<file path="src/rtl/or1200_dc_biu_burst.sv">
// or1200_dc_biu_burst: Wishbone B3 master sequencer for the data cache.
// It turns single/burst read and write requests from the cache FSM into bus
// cycles. It handles wrap addressing, beat counting, retry and turnaround.
// Optional feature macro: OR1200_DC_BIU_BURST_EN. When it is defined, bursts
// are issued as wrapping incrementing bursts (cti 010/111, bte 01). When it is
// undefined, bursts run as back-to-back classic cycles with cti 000 and bte 00.
module or1200_dc_biu_burst #(
    parameter int BEATS = 4,
    parameter int AW    = 32
) (
    input  logic                      clk,
    input  logic                      rst,
    input  logic [AW-1:0]             dc_addr,
    input  logic [3:0]                dc_sel,
    input  logic [31:0]               dc_dat_i,
    input  logic                      biu_read,
    input  logic                      biu_write,
    input  logic                      burst,
    output logic                      biudata_valid,
    output logic                      biudata_error,
    output logic [31:0]               biu_dat_o,
    output logic [$clog2(BEATS)-1:0]  beat_idx,
    output logic                      busy,
    output logic                      wb_cyc_o,
    output logic                      wb_stb_o,
    output logic                      wb_we_o,
    output logic [AW-1:0]             wb_adr_o,
    output logic [3:0]                wb_sel_o,
    output logic [31:0]               wb_dat_o,
    output logic [2:0]                wb_cti_o,
    output logic [1:0]                wb_bte_o,
    input  logic                      wb_ack_i,
    input  logic                      wb_err_i,
    input  logic                      wb_rty_i,
    input  logic [31:0]               wb_dat_i
);

    localparam int IW = $clog2(BEATS);

    typedef enum logic [2:0] {
        ST_IDLE   = 3'd0,
        ST_SINGLE = 3'd1,
        ST_BURST  = 3'd2,
        ST_RETRY  = 3'd3,
        ST_TURN   = 3'd4
    } state_t;

    state_t          state_r;
    state_t          state_s;
    logic [IW-1:0]   cnt_r;
    logic [IW-1:0]   cnt_s;
    logic            ret_burst_r;
    logic            ret_burst_s;
    logic [AW-1:0]   adr_s;
    logic            we_s;
    logic [3:0]      sel_s;
    logic            cyc_s;
    logic [2:0]      cti_s;
    logic [1:0]      bte_s;
    logic            busy_s;
    logic            unused_addr_s;

    // The low address bits select bytes via dc_sel; the word address drops them.
    assign unused_addr_s = ^dc_addr[1:0];

    // Next-state and next-output decode. The bus controls are computed from the
    // next state so that they come straight out of flops.
    always_comb begin
        state_s     = state_r;
        cnt_s       = cnt_r;
        ret_burst_s = ret_burst_r;
        adr_s       = wb_adr_o;
        we_s        = wb_we_o;
        sel_s       = wb_sel_o;
        case (state_r)
            ST_IDLE: begin
                if (biu_read || biu_write) begin
                    we_s        = ~biu_read;
                    adr_s       = {dc_addr[AW-1:2], 2'b00};
                    sel_s       = burst ? 4'hF : dc_sel;
                    ret_burst_s = burst;
                    if (burst) begin
                        state_s = ST_BURST;
                        cnt_s   = IW'(BEATS - 1);
                    end else begin
                        state_s = ST_SINGLE;
                        cnt_s   = '0;
                    end
                end else begin
                    state_s = ST_IDLE;
                end
            end
            ST_SINGLE: begin
                if (wb_ack_i || wb_err_i) begin
                    state_s = ST_TURN;
                end else if (wb_rty_i) begin
                    state_s = ST_RETRY;
                end else begin
                    state_s = ST_SINGLE;
                end
            end
            ST_BURST: begin
                if (wb_ack_i) begin
                    // Wrap within the line: only the word-index bits advance.
                    adr_s[IW+1:2] = wb_adr_o[IW+1:2] + IW'(1);
                    if (cnt_r == '0) begin
                        state_s = ST_TURN;
                    end else begin
                        cnt_s = cnt_r - IW'(1);
                    end
                end else if (wb_err_i) begin
                    state_s = ST_TURN;
                end else if (wb_rty_i) begin
                    state_s = ST_RETRY;
                end else begin
                    state_s = ST_BURST;
                end
            end
            ST_RETRY: begin
                // Reissue the same beat: address and counter were left untouched.
                state_s = ret_burst_r ? ST_BURST : ST_SINGLE;
            end
            ST_TURN: begin
                state_s = ST_IDLE;
            end
            default: begin
                state_s = ST_IDLE;
            end
        endcase

        cyc_s  = (state_s == ST_SINGLE) || (state_s == ST_BURST);
        busy_s = (state_s != ST_IDLE);
        cti_s  = 3'b000;
        bte_s  = 2'b00;
        if (state_s == ST_BURST) begin
`ifdef OR1200_DC_BIU_BURST_EN
            cti_s = (cnt_s == '0) ? 3'b111 : 3'b010;
            bte_s = 2'b01;
`else
            cti_s = 3'b000;
            bte_s = 2'b00;
`endif
        end else begin
            cti_s = 3'b000;
            bte_s = 2'b00;
        end
    end

    // State, beat counter and all registered Wishbone controls.
    always_ff @(posedge clk or posedge rst) begin
        if (rst) begin
            state_r     <= ST_IDLE;
            cnt_r       <= '0;
            ret_burst_r <= 1'b0;
            wb_cyc_o    <= 1'b0;
            wb_stb_o    <= 1'b0;
            wb_we_o     <= 1'b0;
            wb_adr_o    <= '0;
            wb_sel_o    <= 4'h0;
            wb_cti_o    <= 3'b000;
            wb_bte_o    <= 2'b00;
            busy        <= 1'b0;
        end else begin
            state_r     <= state_s;
            cnt_r       <= cnt_s;
            ret_burst_r <= ret_burst_s;
            wb_cyc_o    <= cyc_s;
            wb_stb_o    <= cyc_s;
            wb_we_o     <= we_s;
            wb_adr_o    <= adr_s;
            wb_sel_o    <= sel_s;
            wb_cti_o    <= cti_s;
            wb_bte_o    <= bte_s;
            busy        <= busy_s;
        end
    end

    // Beat pulses are combinational so the cache sees the slave's termination
    // in the same cycle. Ack outranks err when both are asserted.
    assign biudata_valid = wb_ack_i & wb_cyc_o & wb_stb_o;
    assign biudata_error = wb_err_i & ~wb_ack_i & wb_cyc_o & wb_stb_o;
    assign biu_dat_o     = wb_dat_i;
    assign wb_dat_o      = wb_we_o ? dc_dat_i : 32'h0000_0000;
    assign beat_idx      = wb_adr_o[IW+1:2];

endmodule
</file>
<file path="config.mk">
export PLATFORM = sky130hd
export DESIGN_NAME = or1200_dc_biu_burst
export DESIGN_NICKNAME = d
export VERILOG_FILES = /design/src/rtl/or1200_dc_biu_burst.sv
export SDC_FILE = /design/constraint.sdc
export NUM_CORES = 1
export LEC_CHECK = 0
export CAP_MARGIN = 15
export CELL_PAD_IN_SITES_DETAIL_PLACEMENT = 1
export CELL_PAD_IN_SITES_GLOBAL_PLACEMENT = 1
export CORE_MARGIN = 2
export CORE_UTILIZATION = 23
export CTS_CLUSTER_SIZE = 25
export DETAILED_ROUTE_END_ITERATION = 10
export MAX_ROUTING_LAYER = met4
export PLACE_DENSITY = 0.95
export SLEW_MARGIN = 15
export SYNTH_ARGS = -nofsm -noshare
export SYNTH_HDL_FRONTEND = slang
export SYNTH_SLANG_ARGS = --single-unit
</file>
<file path="constraint.sdc">
create_clock -name clk -period 4.03 [get_ports clk]
set_input_delay 0.6045 -clock clk [delete_from_list [all_inputs] [get_ports clk]]
set_output_delay 0.6045 -clock clk [all_outputs]
set_load 0.005 [all_outputs]
</file>
==> impl_metrics.env <==
export IMPL_dp_cells=455
export IMPL_vias=1968
export IMPL_status="finished clean"
export IMPL_required_ns=3.43
export IMPL_leakage_nw=1.50
export IMPL_crit_arrival_ns=1.96
export IMPL_grt_pass1_wl_um=12700
export IMPL_setup_viol_count_final=0
export IMPL_routed_wl_um=8340
export IMPL_vias_per_cell=4.27
export IMPL_path_clk_slew_ns=0.08
export IMPL_cts_resized=0
export IMPL_ys_async_sr_fraction_pct=100
export IMPL_antenna_found_initial=0
export IMPL_dieHeight_um=107
export IMPL_synth_cells=219
export IMPL_yosys_top_cells_area="dfrtp_1 (44%), buf_4 (13%), mux2_1 (12%)"
export IMPL_reg2reg_to="wb_adr_o[3]$_DFFE_PP0P_"
export IMPL_critPathMaxFanout=10
export IMPL_p_per_area_nw_per_um2=626
export IMPL_max_slew_margin_pct=39.0
export IMPL_synth_seq_cells=43
export IMPL_yosysUniqueCellTypes=38
export IMPL_peakVddDrop_mv=0.261
export IMPL_cp_end_kind="output pin"
export IMPL_synth_area_per_cell_um2=11.2
export IMPL_min_path_type="flip-flop to flip-flop"
export IMPL_yosysWarnings=0
export IMPL_r2r_slack_ns=1.82
export IMPL_grt_max_degree=49
export IMPL_tightest_slew_ns=0.914
export IMPL_ioPinCount=221
export IMPL_ctsHoldBuffers=0
export IMPL_avgRoutedWirePerCell_um=18.1
export IMPL_dieWidth_um=107
export IMPL_period_share_pct=63.7
export IMPL_yosysTopAreaCell="dfrtp_1"
export IMPL_grt_pass1_vias=2282
export IMPL_route_detailed_drc=0
export IMPL_first_iter_violations=51
export IMPL_grt_overflow=0
export IMPL_synth_edf_count=0
export IMPL_mostFrequentLayoutCells="clkdlybuf4s50_1 (147), dfrtp_1 (43), and2_1 (33)"
export IMPL_core_area_um2=10300
export IMPL_nets=435
export IMPL_dieArea_um2=11500
export IMPL_synth_top_area_share_pct=44.0
export IMPL_antenna_left=0
export IMPL_clock_sinks=43
export IMPL_drv_slew=0
export IMPL_start_util_pct=23.7
export IMPL_nFillCells=1146
export IMPL_timing_rr_start="state_r[0]$_DFF_PP0_"
export IMPL_final_cells=461
export IMPL_fmax_ghz=0.389
export IMPL_rsz0062_at_grt="false"
export IMPL_cts_setup_buffers=0
export IMPL_ctsLongestPathBuffers=2
export IMPL_drt_pass1_iterations=3
export IMPL_num_rows=37
export IMPL_area_growth_pct=54.6
export IMPL_cts_max_level=2
export IMPL_seq_area_frac_synth_pct=44.0
export IMPL_rr_worst_depth=4
export IMPL_diodes=0
export IMPL_start_kind="input pin"
export IMPL_hpwl_um=6750
export IMPL_maxCapViolCount=0
export IMPL_crit_end="biudata_error"
export IMPL_grtUsageTotal_pct=14.8
export IMPL_layout_drive_gt1_share_pct=6.15
export IMPL_numPortBuffers=147
export IMPL_final_common_cell="clkdlybuf4s50_1"
export IMPL_min_period_ns=2.57
export IMPL_cp_startpoint="wb_ack_i"
export IMPL_cts_root_buf="clkbuf_8"
export IMPL_synth_area_um2=2440
export IMPL_yosys_most_used_dff="dfrtp_1"
export IMPL_final_setup_tns_ns=0
export IMPL_cts_buffers=5
export IMPL_hold_viol=0
export IMPL_gp_congestion=0.797
export IMPL_critPathKind="input pin to output pin"
export IMPL_clock_latency_ns=0.29
export IMPL_cts_tree="yes"
export IMPL_fin_worst_skew_ns=0.00502
-- routing by layer --
layer  up-vias  GRT usage (%)  wire (um)
met1       945           16.2       3150
li1        881              -          -
met5         -              -          0
met4         0           6.31        322
met2       121           25.9       4210
met3        21           3.34        654
-- cell families after synthesis --
logic type | after synthesis | share of synthesized area (%)
buf+inv | 59 | 17.4
simple gates | 61 | 15.3
fa+ha+maj | 1 | 0.512
other cells | 1 | 0.153
flops | 43 | 44.0
xor+xnor | 2 | 0.717
compound gates | 22 | 8.09
mux | 30 | 13.8
-- how the worst min path moves through the flow --
stage	startpoint	endpoint	slack (ns)	cells past startpoint
CTS	wb_adr_o[19]$_DFFE_PP0P_	wb_adr_o[19]$_DFFE_PP0P_	0.49	1
global route	wb_adr_o[24]$_DFFE_PP0P_	wb_adr_o[24]$_DFFE_PP0P_	0.52	1
detailed placement	wb_adr_o[20]$_DFFE_PP0P_	wb_adr_o[20]$_DFFE_PP0P_	0.48	1
finish	wb_adr_o[30]$_DFFE_PP0P_	wb_adr_o[30]$_DFFE_PP0P_	0.49	1
floorplan	ret_burst_r$_DFFE_PP0P_	ret_burst_r$_DFFE_PP0P_	0.48	1
global placement	wb_adr_o[13]$_DFFE_PP0P_	wb_adr_o[13]$_DFFE_PP0P_	0.47	1
-- cell usage after synthesis (3+ instances only) --
library cell,count
nor2_1,10
dfrtp_1,43
nand3b_1,3
buf_6,4
nand2b_1,3
buf_4,43
a21oi_1,9
inv_1,6
mux2_1,25
and2_1,33
nand2_1,3
clkbuf_1,4
mux2_2,5
-- registers in the layout (all words and copies together) (netlist names) --
signal,cells
ret_burst_r,1
busy,1
wb_stb_o,1
wb_we_o,1
wb_sel_o,4
state_r,3
wb_adr_o,30
cnt_r,2
-- area by class of cell --
cell class | instances | area [um^2] | share of cell area, %
inverter | 6 | 22.5 | 0.596
tap | 136 | 170 | 4.50
multi-input combinational | 123 | 965 | 25.5
sequential | 43 | 1080 | 28.5
timing repair buffer | 147 | 1470 | 39.0
clock buffer | 6 | 72.6 | 1.92
-- stage by stage --
step	instance area, um^2	setup slack, ns	util, %	hold slack [ns]	power (W)
CTS	3780	1.45	36.6	0.493	0.00243
detailed placement	3700	1.46	35.9	0.475	0.00215
finish	3780	1.46	36.6	0.491	0.00236
floorplan	2470	2.38	-	0.482	0.00143
global route	3780	1.31	36.6	0.516	0.00255
global placement	3700	1.47	35.9	0.466	0.00208
-- critical path, stage by stage --
cell	delay (ns)
clkdlybuf4s50_1	0.58
and3b_1	0.28
clkdlybuf4s50_1	0.50
-- report_power, final --
group | internal [W] | total [W] | switching [W]
sequential | 0.000644 | 0.000818 | 0.000174
combinational | 0.000824 | 0.00129 | 0.000470
clock | 0.000116 | 0.000254 | 0.000138
Note: power is estimated with default switching activity, not from simulation.
